`config.mk`:
```
export PLATFORM = sky130hd
export DESIGN_NAME = axi_rw_arbiter
export DESIGN_NICKNAME = d
export VERILOG_FILES = /design/src/rtl/axi_rw_arbiter_pkg.sv /design/src/rtl/axi_rw_arbiter_rr_arb2.sv /design/src/rtl/axi_rw_arbiter.sv
export SDC_FILE = /design/constraint.sdc
export NUM_CORES = 1
export LEC_CHECK = 0
export ABC_AREA = 1
export CAP_MARGIN = 20
export CORE_AREA = 2 2 174 176
export CTS_CLUSTER_DIAMETER = 150
export DETAILED_ROUTE_END_ITERATION = 8
export DIE_AREA = 0 0 176 178
export PLACE_DENSITY_LB_ADDON = 0.05
export SETUP_SLACK_MARGIN = 0.15
export SYNTH_ARGS = -nofsm -noshare
export SYNTH_HDL_FRONTEND = slang
export SYNTH_SLANG_ARGS = --single-unit
```
`constraint.sdc`:
```
create_clock -name clock -period 3.1 [get_ports clock]
set_clock_uncertainty 0.05 [all_clocks]
set_input_delay 0.775 -clock clock [delete_from_list [all_inputs] [get_ports clock]]
set_output_delay 0.775 -clock clock [all_outputs]
set_load 0.01 [all_outputs]
```
`src/rtl/axi_rw_arbiter_pkg.sv`:
```
// Shared types for the IF/MEM read-write arbiter: FSM states, grant encoding
// and a small helper that flips a grant to the other requester.
package axi_rw_arbiter_pkg;

    localparam int unsigned SIZE_WIDTH = 8;

    typedef enum logic [1:0] {
        IDLE = 2'd0,
        BUSY = 2'd1,
        RESP = 2'd2
    } arb_state_e;

    typedef enum logic {
        GNT_IF  = 1'b0,
        GNT_MEM = 1'b1
    } grant_e;

    function automatic grant_e other_grant(input grant_e g);
        return (g == GNT_IF) ? GNT_MEM : GNT_IF;
    endfunction

endpackage

```
`src/rtl/axi_rw_arbiter_rr_arb2.sv`:
```
// Two-input round-robin picker. req_i[0] is IF, req_i[1] is MEM. On a
// conflict the requester that did not win last time is chosen. Purely
// combinational; the caller decides when the pick is acted upon.
module rr_arb2
    import axi_rw_arbiter_pkg::*;
(
    input  logic [1:0] req_i,
    input  grant_e     last_grant_i,
    output grant_e     grant_o,
    output logic       valid_o
);

    // Choose the single requester, or alternate against last_grant on a conflict
    always_comb begin
        grant_o = GNT_IF;
        valid_o = |req_i;
        case (req_i)
            2'b01:   grant_o = GNT_IF;
            2'b10:   grant_o = GNT_MEM;
            2'b11:   grant_o = other_grant(last_grant_i);
            default: grant_o = GNT_IF;
        endcase
    end

endmodule

```
`src/rtl/axi_rw_arbiter.sv`:
```
// Shares one downstream read/write port between instruction fetch (read-only)
// and the memory stage. A request is latched on grant, held on the rw_* port
// until the downstream completes, and the result is returned to the owner as
// a registered one-cycle ready pulse. Every output comes straight from a flop.
module axi_rw_arbiter
    import axi_rw_arbiter_pkg::*;
#(
    parameter int unsigned RW_DATA_WIDTH = 64,
    parameter int unsigned RW_ADDR_WIDTH = 32
) (
    input  logic                     clock,
    input  logic                     reset,

    input  logic                     if_valid_i,
    output logic                     if_ready_o,
    input  logic [RW_ADDR_WIDTH-1:0] if_addr_i,
    input  logic [SIZE_WIDTH-1:0]    if_size_i,
    output logic [RW_DATA_WIDTH-1:0] if_data_o,

    input  logic                     mem_valid_i,
    input  logic                     mem_we_i,
    output logic                     mem_ready_o,
    input  logic [RW_ADDR_WIDTH-1:0] mem_addr_i,
    input  logic [SIZE_WIDTH-1:0]    mem_size_i,
    input  logic [RW_DATA_WIDTH-1:0] mem_w_data_i,
    output logic [RW_DATA_WIDTH-1:0] mem_data_o,

    output logic                     rw_valid_o,
    output logic                     rw_we_o,
    input  logic                     rw_ready_i,
    output logic [RW_ADDR_WIDTH-1:0] rw_addr_o,
    output logic [SIZE_WIDTH-1:0]    rw_size_o,
    output logic [RW_DATA_WIDTH-1:0] rw_w_data_o,
    input  logic [RW_DATA_WIDTH-1:0] rw_data_read_i
);

    arb_state_e                 state_q, state_d;
    grant_e                     grant_q, grant_d;
    grant_e                     last_grant_q, last_grant_d;
    grant_e                     pick;
    logic                       pick_valid;

    logic                       rw_valid_q, rw_valid_d;
    logic                       rw_we_q, rw_we_d;
    logic [RW_ADDR_WIDTH-1:0]   rw_addr_q, rw_addr_d;
    logic [SIZE_WIDTH-1:0]      rw_size_q, rw_size_d;
    logic [RW_DATA_WIDTH-1:0]   rw_w_data_q, rw_w_data_d;
    logic                       if_ready_q, if_ready_d;
    logic                       mem_ready_q, mem_ready_d;
    logic [RW_DATA_WIDTH-1:0]   if_data_q, if_data_d;
    logic [RW_DATA_WIDTH-1:0]   mem_data_q, mem_data_d;

    rr_arb2 u_rr_arb2 (
        .req_i        ({mem_valid_i, if_valid_i}),
        .last_grant_i (last_grant_q),
        .grant_o      (pick),
        .valid_o      (pick_valid)
    );

    // Next-state and output logic: grant in IDLE, wait for completion in BUSY,
    // pulse the owner's ready in RESP
    always_comb begin
        state_d      = state_q;
        grant_d      = grant_q;
        last_grant_d = last_grant_q;
        rw_valid_d   = rw_valid_q;
        rw_we_d      = rw_we_q;
        rw_addr_d    = rw_addr_q;
        rw_size_d    = rw_size_q;
        rw_w_data_d  = rw_w_data_q;
        if_ready_d   = 1'b0;
        mem_ready_d  = 1'b0;
        if_data_d    = if_data_q;
        mem_data_d   = mem_data_q;

        case (state_q)
            IDLE: begin
                if (pick_valid) begin
                    grant_d      = pick;
                    last_grant_d = pick;
                    rw_valid_d   = 1'b1;
                    state_d      = BUSY;
                    if (pick == GNT_MEM) begin
                        rw_we_d     = mem_we_i;
                        rw_addr_d   = mem_addr_i;
                        rw_size_d   = mem_size_i;
                        rw_w_data_d = mem_w_data_i;
                    end else begin
                        rw_we_d     = 1'b0;
                        rw_addr_d   = if_addr_i;
                        rw_size_d   = if_size_i;
                        rw_w_data_d = '0;
                    end
                end
            end
            BUSY: begin
                if (rw_ready_i) begin
                    rw_valid_d = 1'b0;
                    state_d    = RESP;
                    if (grant_q == GNT_MEM) begin
                        mem_data_d  = rw_data_read_i;
                        mem_ready_d = 1'b1;
                    end else begin
                        if_data_d  = rw_data_read_i;
                        if_ready_d = 1'b1;
                    end
                end
            end
            RESP: begin
                state_d = IDLE;
            end
            default: begin
                state_d    = IDLE;
                rw_valid_d = 1'b0;
            end
        endcase
    end

    // State and output registers; MEM counts as last winner so IF takes the first conflict
    always_ff @(posedge clock) begin
        if (reset) begin
            state_q      <= IDLE;
            grant_q      <= GNT_IF;
            last_grant_q <= GNT_MEM;
            rw_valid_q   <= 1'b0;
            rw_we_q      <= 1'b0;
            rw_addr_q    <= '0;
            rw_size_q    <= '0;
            rw_w_data_q  <= '0;
            if_ready_q   <= 1'b0;
            mem_ready_q  <= 1'b0;
            if_data_q    <= '0;
            mem_data_q   <= '0;
        end else begin
            state_q      <= state_d;
            grant_q      <= grant_d;
            last_grant_q <= last_grant_d;
            rw_valid_q   <= rw_valid_d;
            rw_we_q      <= rw_we_d;
            rw_addr_q    <= rw_addr_d;
            rw_size_q    <= rw_size_d;
            rw_w_data_q  <= rw_w_data_d;
            if_ready_q   <= if_ready_d;
            mem_ready_q  <= mem_ready_d;
            if_data_q    <= if_data_d;
            mem_data_q   <= mem_data_d;
        end
    end

    assign rw_valid_o  = rw_valid_q;
    assign rw_we_o     = rw_we_q;
    assign rw_addr_o   = rw_addr_q;
    assign rw_size_o   = rw_size_q;
    assign rw_w_data_o = rw_w_data_q;
    assign if_ready_o  = if_ready_q;
    assign mem_ready_o = mem_ready_q;
    assign if_data_o   = if_data_q;
    assign mem_data_o  = mem_data_q;

endmodule
```
==> run metrics, run 1 <==
Synth Area in Compound Gates=0.0670; Worst setup SP type=register; r2r startpoint=state_q[1]; outcome=complete, no violations; Slew HR=0.459; RSZ-0062 raised after global routing=false; drt pass-1 iters=5; crit-path leading delay family=buffers and inverters; setup TNS=0 ns; # resized after CTS=0; largest family of logic cells by synthesized area=simple AND/OR/NAND/NOR gates; Adder-Cell Fraction of Synth Area=0; largest net degree at the start of global routing=81; count leader, synth=nor2_1; share of cells above drive strength 1=0.0439; Worst-Skew Late Latency=0.54 ns; hold-fix buffer count after cts=0; syn_area_per_cell=7.08 um2; Cell Chain, Critical Path=clkdlybuf4s50_1; Die Height=178 um; list of most frequent post-synthesis cells=nor2_1 (383), nand2_1 (301), dfxtp_1 (240); Pwr Density=535 mW/mm2; Setup WS post-layout=0.796 ns; GP Congestion=0.794; post-synthesis cell type count=22; Initial Util=0.333; capturing point of the worst reg2reg path=rw_addr_o[5]; GRT overflow=0; Worst path slowest cell=clkdlybuf4s50_1; initial antenna violation count=5; Longest Clk Path Bufs=3; CORE AREA=0.0294 mm2; Filler cells=2942; FFs w/ async S/R, synth=0; Final Cycle Share=0.743; synth warn=0; final hold vios=0; Synth Area in Simple Gates=0.358; max incr delay on CP=0.60 ns; worst reg2reg path depth=6; FF+latch count, synth=240; clock root buffer=clkbuf_16; Pwr Total=8290 uW; total CTS buffers=28; htree depth=1; top cell type by total area after synthesis=dfxtp_1; Arr. time, crit path=1.48 ns; fin crit period=2.30 ns; Post-synth EDFFs=0; Slew @ Worst Pin=0.811 ns; row count=63; post-synth top area share=0.491; io pins=450; critical path type=register to output port; post-synthesis mux area share=0; Final ANT Viol Nets=0; critical path launch point=mem_data_o[57]; max-cap violation count=0; first-pass GRT wire length=53200 um; width of the die=176 um; CP Depth=1; Hold WC Path Type=register to register; syn_nets=1596; area grow syn2layout=58.3%; GR Util All Layers=0.214; Setup Fix Bufs, Post-CTS=0; drt total wl=35200 um; Mapped Cells=1382; CTS Sinks=240; P_leak=0.00626 uW; CP Capture Point=mem_data_o[57]; nets=1992; endpoints failing setup=0; Die Footprint=0.0313 mm2; port bufs=449; top area cells in the synthesized netlist=dfxtp_1 (49%), nor2_1 (15%), nand2_1 (12%), nand3b_1 (4.9%), nand4_1 (4.2%); Seq/Total Area, Yosys=0.491; R2R setup slack=1.05 ns; Synth Area in XOR/XNOR=0; WL/cell=16.0 um; Final HPWL DP=23600 um; top_reg_cell synth=dfxtp_1; Vias/cell=4.58; CP endpoint kind=output port; CTS tree=built; post-synth design cell area=0.00979 mm2; Max VDD drop=0.379 mV; Critical Path RT=2.27 ns; clock transition at the registers of the reported paths=0.06 ns; Final Max Tran Viols=0; initial DRC count=596; via count=10056; pre-CTS setup slack=0.602 ns; crit path buf inv count=1; CP max FO=2; vias in the first global route=9529; fmax=434 MHz; DRC viols=0
-- layout by cell type (no fill, tap or decap), drive strengths merged --
cell           count
nand3b            64
clkinv             8
o21ai             64
nand2            302
buf               22
clkbuf            42
nor3               2
nand4             65
diode              4
a21oi             67
clkdlybuf4s50    447
dfxtp            240
bufinv             2
inv               88
nor4               1
nor2             384
nand3              2
-- metal layers --
layer	vias to the layer above	track usage	share of wire
met1	4535	0.255	0.41
met5	-	0	0
met4	0	0.0675	0.024
met2	347	0.364	0.48
met3	45	0.0725	0.090
li1	5129	-	-
-- power breakdown --
group | switching, uW | internal, uW | leakage (uW)
combinational | 797 | 797 | 0.00384
clock | 1340 | 1970 | 0.000460
sequential | 101 | 3280 | 0.00196
total | 2240 | 6050 | 0.00626
-- how the worst min path moves through the flow --
stage | from | to | slack (ns) | cells past startpoint
2_1_floorplan | last_grant_q | last_grant_q | 0.38 | 2
3_3_place_gp | rw_w_data_o[3] | rw_w_data_o[3] | 0.40 | 2
3_5_place_dp | rw_w_data_o[6] | rw_w_data_o[6] | 0.40 | 2
4_1_cts | rw_w_data_o[6] | rw_w_data_o[6] | 0.41 | 2
5_1_grt | rw_w_data_o[8] | rw_w_data_o[8] | 0.43 | 2
6_report | rw_w_data_o[58] | rw_w_data_o[58] | 0.41 | 2
-- area by class of cell --
class                           instances  area (um2)  area share
Clock buffer                           42         813      0.0525
Timing Repair Buffer                  469        4730       0.306
Multi-Input combinational cell        951        4200       0.271
Inverter                               88         333      0.0215
Tap cell                              390         488      0.0315
Sequential cell                       240        4800       0.310
Clock inverter                         10         111     0.00719
Antenna cell                            4        10.0    0.000646
-- worst reg2reg max path: stages, from the launching register on --
cell and delay [ns]:
dfxtp_1 0.38, nor2_4 0.59, nand2_4 0.39, buf_4 0.34, nand2_1 0.08, nand2_1 0.05
nor2_1 0.11
-- metrics by stage --
step	hold WS (ns)	util	area, um2	std cells
2_1_floorplan	0.379	-	9790	1382
3_3_place_gp	0.400	0.495	14600	2138
3_5_place_dp	0.403	0.495	14600	2138
4_1_cts	0.412	0.526	15500	2190
5_1_grt	0.430	0.527	15500	2193
6_report	0.413	0.527	15500	2194
-- sequential cells by signal, indices dropped and copies added (netlist names) --
signal	count
grant_q	1
rw_size_o	8
mem_data_o	64
last_grant_q	1
if_data_o	64
state_q	2
rw_w_data_o	64
mem_ready_o	1
rw_valid_o	1
rw_addr_o	32
if_ready_o	1
rw_we_o	1
-- cell families (layout without fill, tap and decap cells) --
group	after synthesis	after routing
simple gates	820	820
other cells	0	4
compound gates	131	131
buf+inv	191	609
flops	240	240
Power figures use the tool's default switching activity.
==> run 2, diff against run 1 <==
CORE_AREA = 2 2 175 177   (was 2 2 174 176)
DIE_AREA = 0 0 177 179   (was 0 0 176 178)
clock period = 2.2 ns   (was 3.1 ns; I/O delays follow)
==> run metrics, run 2 (same netlist as run 1, synthesis figures left out) <==
outcome=complete, no violations; first-pass GRT wire length=52300 um (-1.7%); Cell Chain, Critical Path=clkdlybuf4s50_1; R2R setup slack=0.64 ns (-0.41 ns); most frequent cells in the layout=nor2_1 (380), nand2_1 (298), dfxtp_1 (240), clkdlybuf4s50_1 (227), dlygate4sd2_1 (126); clock transition at the registers of the reported paths=0.06 ns (about the same); final hold vios=0 (unchanged); vias in the first global route=9395 (-1.4%); nets=1998 (+0.30%); width of the die=177 um (+0.57%); io pins=450 (unchanged); Pwr Density=755 mW/mm2 (+41%); Final HPWL DP=23500 um (-0.51%); via count=10039 (-0.17%); GP Congestion=0.774 (-2.4%); area grow syn2layout=61.5%; # resized after CTS=126 (+126); fin crit period=2.01 ns; critical path type=register to output port; Max VDD drop=0.590 mV (+56%); Final Cycle Share=0.911; drt total wl=34600 um (-1.7%); Die Footprint=0.0317 mm2 (+1.1%); Critical Path RT=1.60 ns (-0.67 ns); CP endpoint kind=output port; capturing point of the worst reg2reg path=if_data_o[10]; DRC viols=0 (unchanged); Worst setup SP type=register; Initial Util=0.326 (-0.00695); CP max FO=2 (unchanged); CTS tree=built; clock root buffer=clkbuf_16; leading cell type in the layout, fill and taps excluded=nor2_1; Hold WC Path Type=input port to register; port bufs=449 (unchanged); drt pass-1 iters=4 (-1); endpoints failing setup=0 (unchanged); Vias/cell=4.55 (-0.76%); total CTS buffers=29 (+3.6%); share of cells above drive strength 1=0.0515 (+0.00758); worst hold path depth=2 (unchanged); initial DRC count=605 (+1.5%); Slew HR=0.638 (+0.179); Worst path slowest cell=clkdlybuf4s50_1; r2r startpoint=state_q[0]; P_leak=0.00852 uW (+36%); Longest Clk Path Bufs=3 (unchanged); CTS Sinks=240 (unchanged); GR Util All Layers=0.207 (-0.00668); Worst Hold Path EP=rw_w_data_o[20]; Setup Fix Bufs, Post-CTS=0 (unchanged); fin util=0.526 (-0.000539); largest net degree at the start of global routing=90 (+11%); worst reg2reg path depth=6 (unchanged); CORE AREA=0.0300 mm2 (+2.1%); Final ANT Viol Nets=0 (unchanged); setup TNS=0 ns (unchanged); row count=64 (+1.6%); Filler cells=2974 (+1.1%); hold-fix buffer count after cts=0 (unchanged); crit path buf inv count=1 (unchanged); fmax=499 MHz; Die Height=179 um (+0.56%); max-cap violation count=0 (unchanged); hold_sp=reset; WL/cell=15.7 um (-2.3%); max incr delay on CP=0.53 ns (-0.07 ns); initial antenna violation count=5 (unchanged); GRT overflow=0 (unchanged); Final Max Tran Viols=0 (unchanged); RSZ-0062 raised after global routing=false; crit-path leading delay family=buffers and inverters; Slew @ Worst Pin=0.543 ns (-0.269 ns); Worst-Skew Late Latency=0.54 ns (about the same); htree depth=1 (unchanged); Arr. time, crit path=1.41 ns (-0.07 ns)
[run 2: cell count changes in the layout (fill, tap and decap cells not counted), sizes merged]
cell	before	now
bufinv	2	4
clkdlybuf4s50	447	227
inv	88	89
clkinv	8	11
dlygate4sd2	0	126
clkinvlp	0	3
buf	22	27
dlymetal6s2s	0	94
clkbuf	42	35
[run 2: final cells by class]
class	count	area (um2)	share of cell area
repair buffers	474	4950	0.313
flip-flops and latches	240	4800	0.304
multi-input cells	951	4200	0.265
clock buffers	35	798	0.0505
well taps	396	495	0.0314
inverters	88	333	0.0211
clock inverters	19	218	0.0138
diodes	4	10.0	0.000633
[run 2: worst max path at each step]
stage,start,cells past startpoint,endpoint,slack [ns]
CTS,if_data_o[31],1,if_data_o[31],0.15
global route,if_data_o[21],1,if_data_o[21],0.15
finish,rw_w_data_o[4],1,rw_w_data_o[4],0.19
detailed placement,if_valid_i,8,rw_addr_o[3],0.15
floorplan,rw_ready_i,6,if_data_o[13],0.68
global placement,rw_ready_i,7,if_data_o[4],0.17
[run 2: power by group]
| part | leakage (uW) | switching, uW | internal (uW) | total [uW] |
|---|---|---|---|---|
| Sequential | 0.00196 | 131 | 4620 | 4750 |
| Combinational | 0.00607 | 1130 | 1030 | 2170 |
| Clock | 0.000500 | 1960 | 3060 | 5010 |
| Total | 0.00852 | 3220 | 8710 | 11900 |
[run 2: metrics by stage]
| step | cell area [um2] | hold slack [ns] | cells | total power [uW] | worst slack [ns] |
|---|---|---|---|---|---|
| after CTS | 15600 | 0.321 | 2203 | 12100 | 0.150 |
| after detailed placement | 14700 | 0.406 | 2149 | 7170 | 0.147 |
| after global routing | 15800 | 0.337 | 2206 | 12500 | 0.151 |
| after global placement | 14700 | 0.400 | 2149 | 7160 | 0.169 |
| after floorplan | 9790 | 0.379 | 1382 | 5890 | 0.681 |
| final | 15800 | 0.342 | 2207 | 11900 | 0.195 |
[run 2: routing by layer]
metal | vias to the layer above | track usage | wire length (um)
met3 | 56 | 0.0719 | 3290
li1 | 5151 | - | -
met4 | 2 | 0.0737 | 1090
met1 | 4497 | 0.246 | 13900
met2 | 333 | 0.346 | 16300
met5 | - | 0 | 7
==> run 3, diff against run 2 <==
==> constraint.sdc (replaced) <==
create_clock -name clock -period 2.2 [get_ports clock]
set_clock_uncertainty 0.05 [all_clocks]
set_input_delay 0.44 -clock clock [delete_from_list [all_inputs] [get_ports clock]]
set_output_delay 0.44 -clock clock [all_outputs]
set_load 0.01 [all_outputs]
==> run metrics, run 3 (same netlist as run 1, synthesis figures left out) <==
Initial Util=0.326 (unchanged); Vias/cell=4.56 (+0.33%); Slew HR=0.475 (-0.163); Final ANT Viol Nets=0 (unchanged); P_leak=0.00637 uW (-25%); drt pass-1 iters=4 (unchanged); port bufs=449 (unchanged); Die Height=179 um (unchanged); final hold vios=0 (unchanged); via count=10072 (+0.33%); total CTS buffers=29 (unchanged); Pwr Density=759 mW/mm2 (+0.57%); WL met3=3090 um (-6.1%); largest net degree at the start of global routing=71 (-21%); io pins=450 (unchanged); htree depth=1 (unchanged); CP max FO=2 (unchanged); max incr delay on CP=0.62 ns (+0.09 ns); crit path buf inv count=1 (unchanged); met2 routed WL=16500 um (+1.3%); fin crit period=2.00 ns (-0.00817 ns); Cell Chain, Critical Path=clkdlybuf4s50_1; Hold WC Path Type=input port to register; Setup Fix Bufs, Post-CTS=0 (unchanged); crit-path leading delay family=buffers and inverters; CORE AREA=0.0300 mm2 (unchanged); DRC viols=0 (unchanged); Critical Path RT=1.71 ns (+0.11 ns); leading cell type in the layout, fill and taps excluded=clkdlybuf4s50_1; fmax=501 MHz (+0.41%); r2r startpoint=state_q[0]; row count=64 (unchanged); initial antenna violation count=2 (-3); WL/cell=15.7 um (+0.15%); GR Util All Layers=0.207 (about the same); GP Congestion=0.816 (+5.4%); Final Cycle Share=0.908 (-0.00371); area grow syn2layout=60.2%; RSZ-0062 raised after global routing=false; first-pass GRT wire length=52400 um (+0.15%); max-cap violation count=0 (unchanged); endpoints failing setup=0 (unchanged); clock transition at the registers of the reported paths=0.06 ns (about the same); outcome=complete, no violations; critical path launch point=rw_addr_o[11]; GRT overflow=0 (unchanged); placed cell area=0.0147 mm2 (about the same); post-route cell area=0.0157 mm2 (-0.80%); nets=2000 (+0.10%); CP endpoint kind=output port; CTS tree=built; DR top layer=met4; Worst path slowest cell=clkdlybuf4s50_1; metal1 wirelength=14100 um (+1.6%); Longest Clk Path Bufs=3 (unchanged); Pwr Total=11900 uW (-0.23%); Worst setup SP type=register; hold_sp=mem_valid_i; CTS Sinks=240 (unchanged); Slew @ Worst Pin=0.787 ns (+0.245 ns); Final HPWL DP=23400 um (-0.11%); Worst-Skew Late Latency=0.54 ns (about the same); Die Footprint=0.0317 mm2 (unchanged); clock root buffer=clkbuf_16; share of cells above drive strength 1=0.0481 (-0.00337); initial DRC count=417 (-31%); Arr. time, crit path=1.51 ns (+0.10 ns); Final Max Tran Viols=0 (unchanged); width of the die=177 um (unchanged); setup TNS=0 ns (unchanged); vias in the first global route=9475 (+0.85%); Max VDD drop=0.508 mV (-14%); hold-fix buffer count after cts=0 (unchanged); most frequent cells in the layout=clkdlybuf4s50_1 (445), nor2_1 (380), nand2_1 (298), dfxtp_1 (240), inv_1 (84); drt total wl=34700 um (+0.15%); critical path type=register to output port
run 3: cell types whose count changed in the layout (fill, tap and decap cells not counted), moves of 3 or more:
| cell | previous run | this run |
|---|---|---|
| clkdlybuf4s50_1 | 227 | 445 |
| buf_4 | 9 | 13 |
| dlymetal6s2s_1 | 94 | 1 |
| clkinv_2 | 8 | 3 |
| clkbuf_1 | 1 | 9 |
| clkinvlp_4 | 3 | 0 |
| clkinv_4 | 3 | 0 |
| clkbuf_8 | 5 | 10 |
| dlygate4sd2_1 | 126 | 1 |
run 3: path summary, 6_finish.rpt:
kind                                   endpoint  slack [ns]  depth (start not counted)
worst max register to register     if_data_o[9]        0.63                          6
worst min register to register  rw_w_data_o[58]        0.41                          2
worst min-delay path             rw_w_data_o[4]        0.20                          3
worst max-delay path              rw_addr_o[11]        0.20                          1
run 3: power by group:
group,total (uW),switching (uW),internal [uW]
logic,2280,1120,1150
clock network,4860,1870,2990
registers,4760,143,4620
run 3: what timing repair did:
action,4_1_cts,5_1_grt
setup endpoints to repair,1,1
pin swaps,0,0
gates resized for setup,1,1
run 3: final cells by class:
class	instances	area, um2
antenna	2	5.00
clock buffer	48	897
clock inverter	6	83.8
fill	2973	14400
inverter	88	333
multi-input combinational	951	4200
sequential	240	4800
tap	396	495
timing repair buffer	476	4860
run 3: through the flow:
stage / util / cells / worst slack, ns / hold WS (ns)
6_report: 0.522 / 2207 / 0.203 / 0.198
5_1_grt: 0.522 / 2207 / 0.160 / 0.196
4_1_cts: 0.522 / 2205 / 0.155 / 0.176
3_5_place_dp: 0.489 / 2151 / 0.117 / 0.407
3_3_place_gp: 0.489 / 2151 / 0.177 / 0.401
2_1_floorplan: - / 1382 / 0.791 / 0.379
run 3: layer usage:
metal,global-route usage,up-vias
met4,0.0644,0
met3,0.0666,51
met2,0.352,325
met5,0,-
met1,0.249,4553
li1,-,5143
